`src/rtl/uart_pkg.sv`:
```
// Shared types and helpers for the single-clock UART core.
// State encoding, minimum frame length and parity helper.
`timescale 1ns/1ps
package uart_pkg;

    typedef enum logic [2:0] {
        IDLE,
        START,
        DATA,
        PARITY,
        STOP
    } uart_state_e;

    localparam int MIN_LEN = 5;
    localparam int MAX_W   = 9;

    function automatic logic parity_calc(
        input logic [MAX_W-1:0] data,
        input logic [3:0]       len,
        input logic             odd
    );
        logic p;
        p = odd;
        for (int i = 0; i < MAX_W; i++) begin
            if (4'(i) < len) p = p ^ data[i];
        end
        return p;
    endfunction

endpackage

```
`src/rtl/uart_sync_fifo.sv`:
```
// Single-clock first-word-fall-through FIFO, power-of-two depth.
// Callers gate wr_en_i/rd_en_i; the FIFO does no overflow checks.
`timescale 1ns/1ps
module uart_sync_fifo #(
    parameter int WIDTH = 8,
    parameter int DEPTH = 16
) (
    input  logic                     clk,
    input  logic                     rst,
    input  logic                     wr_en_i,
    input  logic [WIDTH-1:0]         wr_data_i,
    input  logic                     rd_en_i,
    output logic [WIDTH-1:0]         rd_data_o,
    output logic                     full_o,
    output logic                     empty_o,
    output logic [$clog2(DEPTH):0]   level_o
);

    localparam int AW = $clog2(DEPTH);

    logic [WIDTH-1:0] mem_q [DEPTH];
    logic [AW:0]      wp_q;
    logic [AW:0]      rp_q;

    always_ff @(posedge clk or negedge rst) begin
        if (!rst) begin
            wp_q <= '0;
            rp_q <= '0;
        end else begin
            if (wr_en_i) wp_q <= wp_q + (AW+1)'(1);
            if (rd_en_i) rp_q <= rp_q + (AW+1)'(1);
        end
    end

    always_ff @(posedge clk) begin
        if (wr_en_i) mem_q[wp_q[AW-1:0]] <= wr_data_i;
    end

    assign level_o   = wp_q - rp_q;
    assign full_o    = level_o[AW];
    assign empty_o   = (level_o == '0);
    assign rd_data_o = mem_q[rp_q[AW-1:0]];

endmodule

```
`src/rtl/uart_fifo_core.sv`:
```
// Single-clock UART: oversampling tick, TX/RX FIFOs, framed TX/RX
// engines with parity, stop-bit checking, overrun and loopback.
`timescale 1ns/1ps
module uart_fifo_core
    import uart_pkg::*;
#(
    parameter int DATA_W     = 8,
    parameter int FIFO_DEPTH = 16,
    parameter int DIV_W      = 16,
    parameter int OVS        = 16
) (
    input  logic                          clk,
    input  logic                          rst,
    input  logic [DIV_W-1:0]              baud_div,
    input  logic [3:0]                    cfg_len,
    input  logic                          cfg_par_en,
    input  logic                          cfg_par_odd,
    input  logic                          cfg_stop2,
    input  logic                          cfg_loop,
    input  logic                          tx_valid,
    output logic                          tx_ready,
    input  logic [DATA_W-1:0]             tx_data,
    output logic                          rx_valid,
    input  logic                          rx_ready,
    output logic [DATA_W-1:0]             rx_data,
    output logic                          rx_perr,
    output logic                          rx_ferr,
    output logic                          rx_ovr,
    input  logic                          ovr_clr,
    output logic                          txd,
    input  logic                          rxd,
    output logic                          tx_busy,
    output logic [$clog2(FIFO_DEPTH):0]   tx_level,
    output logic [$clog2(FIFO_DEPTH):0]   rx_level
);

    localparam int TCW = $clog2(2*OVS);
    localparam logic [TCW-1:0] T_HALF = TCW'(OVS/2 - 1);
    localparam logic [TCW-1:0] T_BIT  = TCW'(OVS - 1);
    localparam logic [TCW-1:0] T_BIT2 = TCW'(2*OVS - 1);
    localparam logic [3:0]     LEN_MIN = 4'(MIN_LEN);
    localparam logic [3:0]     LEN_MAX = 4'(DATA_W);

    uart_state_e tx_st_q;
    uart_state_e rx_st_q;

    // divisor only reloads while both engines idle, so it holds per frame
    logic [DIV_W-1:0] div_q;
    logic [DIV_W-1:0] bcnt_q;
    logic             tick;

    assign tick = (bcnt_q >= div_q);

    always_ff @(posedge clk or negedge rst) begin
        if (!rst) begin
            bcnt_q <= '0;
            div_q  <= '0;
        end else begin
            bcnt_q <= tick ? '0 : bcnt_q + DIV_W'(1);
            if (tx_st_q == IDLE && rx_st_q == IDLE) div_q <= baud_div;
        end
    end

    logic [3:0] len_eff;

    always_comb begin
        len_eff = cfg_len;
        if (cfg_len < LEN_MIN) len_eff = LEN_MIN;
        else if (cfg_len > LEN_MAX) len_eff = LEN_MAX;
    end

    logic              tx_full;
    logic              tx_empty;
    logic              tx_pop;
    logic              tx_push;
    logic [DATA_W-1:0] tx_rdata;

    assign tx_ready = !tx_full;
    assign tx_push  = tx_valid && !tx_full;

    uart_sync_fifo #(
        .WIDTH (DATA_W),
        .DEPTH (FIFO_DEPTH)
    ) u_tx_fifo (
        .clk       (clk),
        .rst       (rst),
        .wr_en_i   (tx_push),
        .wr_data_i (tx_data),
        .rd_en_i   (tx_pop),
        .rd_data_o (tx_rdata),
        .full_o    (tx_full),
        .empty_o   (tx_empty),
        .level_o   (tx_level)
    );

    logic [TCW-1:0]    tx_tc_q;
    logic [3:0]        tx_bit_q;
    logic [DATA_W-1:0] tx_sh_q;
    logic              tx_par_q;
    logic [3:0]        tx_len_q;
    logic              tx_pen_q;
    logic              tx_s2_q;
    logic              txd_q;
    logic              tx_end;

    assign tx_end = tick &&
        (tx_tc_q == ((tx_st_q == STOP && tx_s2_q) ? T_BIT2 : T_BIT));
    assign tx_pop = tick && !tx_empty &&
        (tx_st_q == IDLE || (tx_st_q == STOP && tx_end));

    always_ff @(posedge clk or negedge rst) begin
        if (!rst) begin
            tx_st_q  <= IDLE;
            tx_tc_q  <= '0;
            tx_bit_q <= '0;
            tx_sh_q  <= '0;
            tx_par_q <= 1'b0;
            tx_len_q <= LEN_MAX;
            tx_pen_q <= 1'b0;
            tx_s2_q  <= 1'b0;
            txd_q    <= 1'b1;
        end else if (tx_pop) begin
            tx_st_q  <= START;
            tx_tc_q  <= '0;
            tx_bit_q <= '0;
            tx_sh_q  <= tx_rdata;
            tx_par_q <= parity_calc(MAX_W'(tx_rdata), len_eff, cfg_par_odd);
            tx_len_q <= len_eff;
            tx_pen_q <= cfg_par_en;
            tx_s2_q  <= cfg_stop2;
            txd_q    <= 1'b0;
        end else if (tick && tx_st_q != IDLE) begin
            if (!tx_end) begin
                tx_tc_q <= tx_tc_q + TCW'(1);
            end else begin
                tx_tc_q <= '0;
                unique case (tx_st_q)
                    START: begin
                        tx_st_q <= DATA;
                        txd_q   <= tx_sh_q[0];
                    end
                    DATA: begin
                        if (tx_bit_q == tx_len_q - 4'd1) begin
                            tx_st_q <= tx_pen_q ? PARITY : STOP;
                            txd_q   <= tx_pen_q ? tx_par_q : 1'b1;
                        end else begin
                            tx_bit_q <= tx_bit_q + 4'd1;
                            tx_sh_q  <= tx_sh_q >> 1;
                            txd_q    <= tx_sh_q[1];
                        end
                    end
                    PARITY: begin
                        tx_st_q <= STOP;
                        txd_q   <= 1'b1;
                    end
                    default: begin
                        tx_st_q <= IDLE;
                        txd_q   <= 1'b1;
                    end
                endcase
            end
        end
    end

    assign tx_busy = (tx_st_q != IDLE);
    assign txd     = cfg_loop ? 1'b1 : txd_q;

    logic rx_in;
    logic s1_q;
    logic s2_q;
    logic s3_q;
    logic rx_line;
    logic rx_fall;

    assign rx_in   = cfg_loop ? txd_q : rxd;
    assign rx_line = s2_q;
    assign rx_fall = s3_q && !s2_q;

    always_ff @(posedge clk or negedge rst) begin
        if (!rst) begin
            s1_q <= 1'b1;
            s2_q <= 1'b1;
            s3_q <= 1'b1;
        end else begin
            s1_q <= rx_in;
            s2_q <= s1_q;
            s3_q <= s2_q;
        end
    end

    logic [TCW-1:0]      rx_tc_q;
    logic [3:0]          rx_bit_q;
    logic [DATA_W-1:0]   rx_data_q;
    logic                rx_perr_q;
    logic                rx_ferr_q;
    logic                rx_stop_q;
    logic [3:0]          rx_len_q;
    logic                rx_pen_q;
    logic                rx_odd_q;
    logic                rx_s2_q;
    logic                rx_push_q;
    logic [DATA_W+1:0]   rx_word_q;
    logic                rx_smp;

    assign rx_smp = tick &&
        (rx_tc_q == ((rx_st_q == START) ? T_HALF : T_BIT));

    always_ff @(posedge clk or negedge rst) begin
        if (!rst) begin
            rx_st_q   <= IDLE;
            rx_tc_q   <= '0;
            rx_bit_q  <= '0;
            rx_data_q <= '0;
            rx_perr_q <= 1'b0;
            rx_ferr_q <= 1'b0;
            rx_stop_q <= 1'b0;
            rx_len_q  <= LEN_MAX;
            rx_pen_q  <= 1'b0;
            rx_odd_q  <= 1'b0;
            rx_s2_q   <= 1'b0;
            rx_push_q <= 1'b0;
            rx_word_q <= '0;
        end else begin
            rx_push_q <= 1'b0;
            if (rx_st_q == IDLE) begin
                // a falling edge needs the line high first, so a
                // stuck-low line after a framing error cannot re-arm
                if (rx_fall) begin
                    rx_st_q   <= START;
                    rx_tc_q   <= '0;
                    rx_bit_q  <= '0;
                    rx_data_q <= '0;
                    rx_perr_q <= 1'b0;
                    rx_ferr_q <= 1'b0;
                    rx_stop_q <= 1'b0;
                    rx_len_q  <= len_eff;
                    rx_pen_q  <= cfg_par_en;
                    rx_odd_q  <= cfg_par_odd;
                    rx_s2_q   <= cfg_stop2;
                end
            end else if (tick) begin
                if (!rx_smp) begin
                    rx_tc_q <= rx_tc_q + TCW'(1);
                end else begin
                    rx_tc_q <= '0;
                    unique case (rx_st_q)
                        START: rx_st_q <= rx_line ? IDLE : DATA;
                        DATA: begin
                            rx_data_q <= rx_data_q |
                                (DATA_W'(rx_line) << rx_bit_q);
                            if (rx_bit_q == rx_len_q - 4'd1)
                                rx_st_q <= rx_pen_q ? PARITY : STOP;
                            else
                                rx_bit_q <= rx_bit_q + 4'd1;
                        end
                        PARITY: begin
                            rx_perr_q <= rx_line ^ parity_calc(
                                MAX_W'(rx_data_q), rx_len_q, rx_odd_q);
                            rx_st_q <= STOP;
                        end
                        STOP: begin
                            if (rx_s2_q && !rx_stop_q) begin
                                rx_stop_q <= 1'b1;
                                rx_ferr_q <= rx_ferr_q | !rx_line;
                            end else begin
                                rx_push_q <= 1'b1;
                                rx_word_q <= {rx_ferr_q | !rx_line,
                                              rx_perr_q, rx_data_q};
                                rx_st_q   <= IDLE;
                            end
                        end
                        default: rx_st_q <= IDLE;
                    endcase
                end
            end
        end
    end

    logic              rx_full;
    logic              rx_empty;
    logic              rx_pop;
    logic              rx_wr;
    logic              rx_drop;
    logic [DATA_W+1:0] rx_rdata;
    logic              ovr_q;

    assign rx_valid = !rx_empty;
    assign rx_pop   = rx_valid && rx_ready;
    assign rx_wr    = rx_push_q && (!rx_full || rx_pop);
    assign rx_drop  = rx_push_q && rx_full && !rx_pop;

    uart_sync_fifo #(
        .WIDTH (DATA_W + 2),
        .DEPTH (FIFO_DEPTH)
    ) u_rx_fifo (
        .clk       (clk),
        .rst       (rst),
        .wr_en_i   (rx_wr),
        .wr_data_i (rx_word_q),
        .rd_en_i   (rx_pop),
        .rd_data_o (rx_rdata),
        .full_o    (rx_full),
        .empty_o   (rx_empty),
        .level_o   (rx_level)
    );

    always_ff @(posedge clk or negedge rst) begin
        if (!rst) ovr_q <= 1'b0;
        else if (rx_drop) ovr_q <= 1'b1;
        else if (ovr_clr) ovr_q <= 1'b0;
    end

    assign rx_ovr  = ovr_q;
    assign rx_data = rx_rdata[DATA_W-1:0];
    assign rx_perr = rx_rdata[DATA_W];
    assign rx_ferr = rx_rdata[DATA_W+1];

endmodule

```
`config.mk`:
```
export PLATFORM = sky130hd
export DESIGN_NAME = uart_fifo_core
export DESIGN_NICKNAME = d
export VERILOG_FILES = /design/src/rtl/uart_pkg.sv /design/src/rtl/uart_sync_fifo.sv /design/src/rtl/uart_fifo_core.sv
export SDC_FILE = /design/constraint.sdc
export NUM_CORES = 1
export LEC_CHECK = 0
export BUFFER_PORTS_ARGS = -buffer_cell sky130_fd_sc_hd__buf_2
export CORE_MARGIN = 3
export CORE_UTILIZATION = 33
export CTS_CLUSTER_SIZE = 14
export DETAILED_ROUTE_END_ITERATION = 8
export HOLD_SLACK_MARGIN = 0.05
export SYNTH_ARGS = -nofsm -noshare
export SYNTH_HDL_FRONTEND = slang
export SYNTH_SLANG_ARGS = --single-unit
export TNS_END_PERCENT = 30
```
`constraint.sdc`:
```
create_clock -name clk -period 8.5 [get_ports clk]
set_clock_uncertainty 0.2 [all_clocks]
set_input_delay 0.85 -clock clk [delete_from_list [all_inputs] [get_ports clk]]
set_output_delay 0.85 -clock clk [all_outputs]
set_load 0.01 [all_outputs]
```
==> out/metrics.csv <==
stage,metric,value,unit
floorplan,die_area,57300,sq um
placed_design,dpl_cell_area,19000,sq um
clock_network,clock_latency,0.57,ns
setup_path,crit_type,reg -> out,
synthesis,syn-num-nets,1217,
route,wl_per_cell,18.2,microns
global_route,antenna_found_initial,0,
floorplan,ios,63,
clock_network,cts_sinks,413,
placed_design,port_buffers,62,
synthesis,yosysUniqueCellTypes,62,
route,drt_first_pass_iters,5,
setup_path,required,7.45,ns
route,wl,35200,microns
setup_path,cp-start-kind,flip-flop,
cells_and_area,areaGrowthSynthToFinish,14.7,%
synthesis,yosys_warnings,0,
floorplan,start_util,33.8,%
synthesis,synth_top_area_cell,edfxtp_1,
clock_network,cts_root_buffer,clkbuf_16,
synthesis,ys_top_cells_by_count,"edfxtp_1 (288), dfrtp_1 (119), nand2_1 (80)",
power_and_ir_drop,power.density,252,nW/um^2
timing,timing.final.crit_share,52.9,%
setup_path,slowest_delay,0.67,ns
setup_path,r2r_start,u_tx_fifo.rp_q[1],
cells_and_area,num_antenna_cells,0,
cells_and_area,seq_area,11800,sq um
synthesis,ys_seq_elements,413,
timing,tightestPinTransition,1.10,ns
route,num_vias,9482,
setup_path,end_kind,output pin,
timing,slew_viol_final,0,
global_route,grt_overflow_total,0,
synthesis,ys_seq_area_share,65.6,%
timing,finalHoldViolCount,0,
synthesis,netlist_area,18000,sq um
timing,max_slew_margin,26.6,%
route,routed_via_density,4.91,
cells_and_area,drive_above_1_share,23.6,%
timing,setup_viol,0,
placed_design,finalWeightedCongestion,0.790,
synthesis,synth_top_cells_by_area,"edfxtp_1 (48%), dfrtp_1 (17%), mux4_2 (9.7%), ha_1 (3.1%), mux2_2 (2.4%)",
setup_path,cp_cell_sequence,buf_4 -> ha_1 -> fa_1 -> inv_1 -> a21o_1 -> a21oi_1 -> xnor2_1 -> inv_1 -> or4_1 -> buf_2,
cells_and_area,multi_input_area,5720,sq um
route,drt_iter0_drc,437,
global_route,grt_max_degree,74,
timing,finalCriticalPeriod,4.50,ns
clock_network,cts_max_level,2,
clock_network,clk_path_buf_depth,3,
synthesis,synth_edf_count,288,
floorplan,fp.dieH,239,microns
timing,setup_tns,0,ns
power_and_ir_drop,ir_worst_vdd,0.187,mV
setup_path,critPathArrivalTime,3.45,ns
run_status,status,"complete, no violations",
setup_path,cp_max_fo,44,
setup_path,path_buf_inv,4,
min_path,min_from,s1_q,
clock_network,cts_setup_buffers,0,
setup_path,cp_top_family,buffers and inverters,
setup_path,cpMaxStageDelayCell,buf_4,
synthesis,ys.flop_type,edfxtp_1,
clock_network,tritoncts,done,
placed_design,dp_hpwl,23300,microns
timing,rsz0062_at_grt,no,
clock_network,clk_pin_slew,0.06,ns
cells_and_area,fin_nets,1293,
synthesis,synth_most_common_cell,edfxtp_1,
setup_path,rrSetupSlack,4.23,ns
flow_run,maxCapViolations,0,
global_route,grt_pass1_vias,10100,
global_route,grt_pass1_wl,56800,microns
synthesis,syn_area_per_cell,15.9,sq um
setup_path,crit_start,u_rx_fifo.rp_q[0],
power_and_ir_drop,p_leak,8.15,nW
cells_and_area,nFillCells,4911,
timing,fmax,222,MHz
floorplan,num_rows,84,
setup_path,path_common_cell,inv_1,
route,drcViolationCount,0,
clock_network,cts_made_buffers,45,
floorplan,core-area,53200,sq um
synthesis,synth_cells,1133,
clock_network,post_cts_resized,0,
cells_and_area,utilization,38.7,%
synthesis,synth_top_area_share,48.2,%
cells_and_area,design_area,20600,sq um
global_route,grt_use_total,12.6,%
floorplan,die_w,239,microns
route,ant_nets,0,
min_path,worstHoldPathType,reg -> reg,
synthesis,synth-async-reset-ratio,30.3,%
## worst paths after layout
kind,to,cells after the start
worst max-delay path,rx_valid,10
worst max register to register,tx_sh_q[0],11
min in group asynchronous,u_tx_fifo.wp_q[2],2
worst min-delay path,rx_line,0
max in group asynchronous,u_rx_fifo.rp_q[0],3
worst min register to register,rx_line,0
## placed cells by master, fill, tap and decap left out, types with 4 or more instances in the layout
cell type | synthesis | routed
and3_1 | 14 | 14
nand4_1 | 11 | 11
mux2i_1 | 7 | 7
mux4_1 | 7 | 7
edfxtp_1 | 288 | 288
nor4_1 | 7 | 7
ha_1 | 44 | 44
a21oi_1 | 15 | 15
mux2_4 | 7 | 7
nor3_1 | 13 | 13
nand2b_1 | 6 | 6
dfstp_2 | 6 | 6
nor2_1 | 60 | 60
or3_1 | 4 | 4
a22o_1 | 6 | 6
clkbuf_16 | 0 | 46
mux4_2 | 77 | 77
nand3_1 | 28 | 28
buf_4 | 7 | 14
clkbuf_8 | 0 | 6
dfrtp_1 | 119 | 116
a31oi_1 | 7 | 7
inv_1 | 54 | 54
a21o_1 | 9 | 9
xor2_1 | 30 | 30
buf_2 | 7 | 61
nand2_1 | 80 | 80
mux2_2 | 39 | 39
bufinv_16 | 0 | 7
a22oi_1 | 8 | 8
clkbuf_1 | 25 | 7
xnor2_1 | 42 | 42
and2_1 | 21 | 21
clkinv_2 | 0 | 11
o21ai_0 | 31 | 31
## sequential cells by signal, indices dropped and copies added, names as in the netlist, 3 cells and up
name	flops
tx_st_q	3
u_rx_fifo.mem_q	160
rx_tc_q	5
u_tx_fifo.mem_q	128
tx_bit_q	4
rx_len_q	4
tx_len_q	4
rx_word_q	10
u_rx_fifo.wp_q	5
u_tx_fifo.wp_q	5
div_q	16
rx_st_q	3
u_tx_fifo.rp_q	5
u_rx_fifo.rp_q	5
rx_data_q	8
rx_bit_q	4
tx_sh_q	8
tx_tc_q	5
bcnt_q	16
## routing by layer
metal	global-route usage, %	wire length (microns)	up-vias
met5	0	0	-
met4	3.99	828	0
met3	2.28	1490	59
met2	21.1	17100	160
met1	16.7	15800	4846
li1	-	-	4417
## area by class of cell
type	count	share of cell area, %
Timing Repair Buffer	77	2.10
Clock inverter	24	1.60
Sequential cell	413	57.2
Clock buffer	59	6.12
Tap cell	688	4.18
Multi-Input combinational cell	617	27.8
Inverter	55	1.00
## metrics by stage
stage          worst slack, ns  power, W  hold WS (ns)  instances
5_1_grt                   3.70   0.00544         0.172       1933
6_report                  4.00   0.00519         0.162       1933
2_1_floorplan             5.04   0.00297         0.145       1133
3_5_place_dp              4.20   0.00318         0.161       1849
3_3_place_gp              4.27   0.00316         0.162       1849
4_1_cts                   3.88   0.00527         0.168       1933
## where the power goes
group | internal, W | switching (W) | leakage (nW) | total, W
combinational | 0.000324 | 0.000397 | 2.72 | 0.000721
sequential | 0.00229 | 0.000110 | 4.64 | 0.00240
clock | 0.00126 | 0.000801 | 0.787 | 0.00207
total | 0.00388 | 0.00131 | 8.15 | 0.00519
## repair_timing
| item | 4_1_cts | 5_1_grt |
|---|---|---|
| endpoints found under the hold margin | 43 | 0 |
| setup endpoints to repair | 0 | 0 |
| hold buffers | 1 | 0 |
## cell families (layout without fill, tap and decap cells)
| kind of cell | count (synthesis) | in the layout | synth area share, % |
|---|---|---|---|
| mux | 137 | 137 | 14.1 |
| simple gates | 263 | 263 | 7.17 |
| flops | 413 | 413 | 65.6 |
| fa+ha+maj | 46 | 46 | 3.29 |
| buf+inv | 103 | 215 | 2.56 |
| compound gates | 97 | 97 | 3.57 |
| xor+xnor | 74 | 74 | 3.69 |
(Power assumes the default switching activity.)
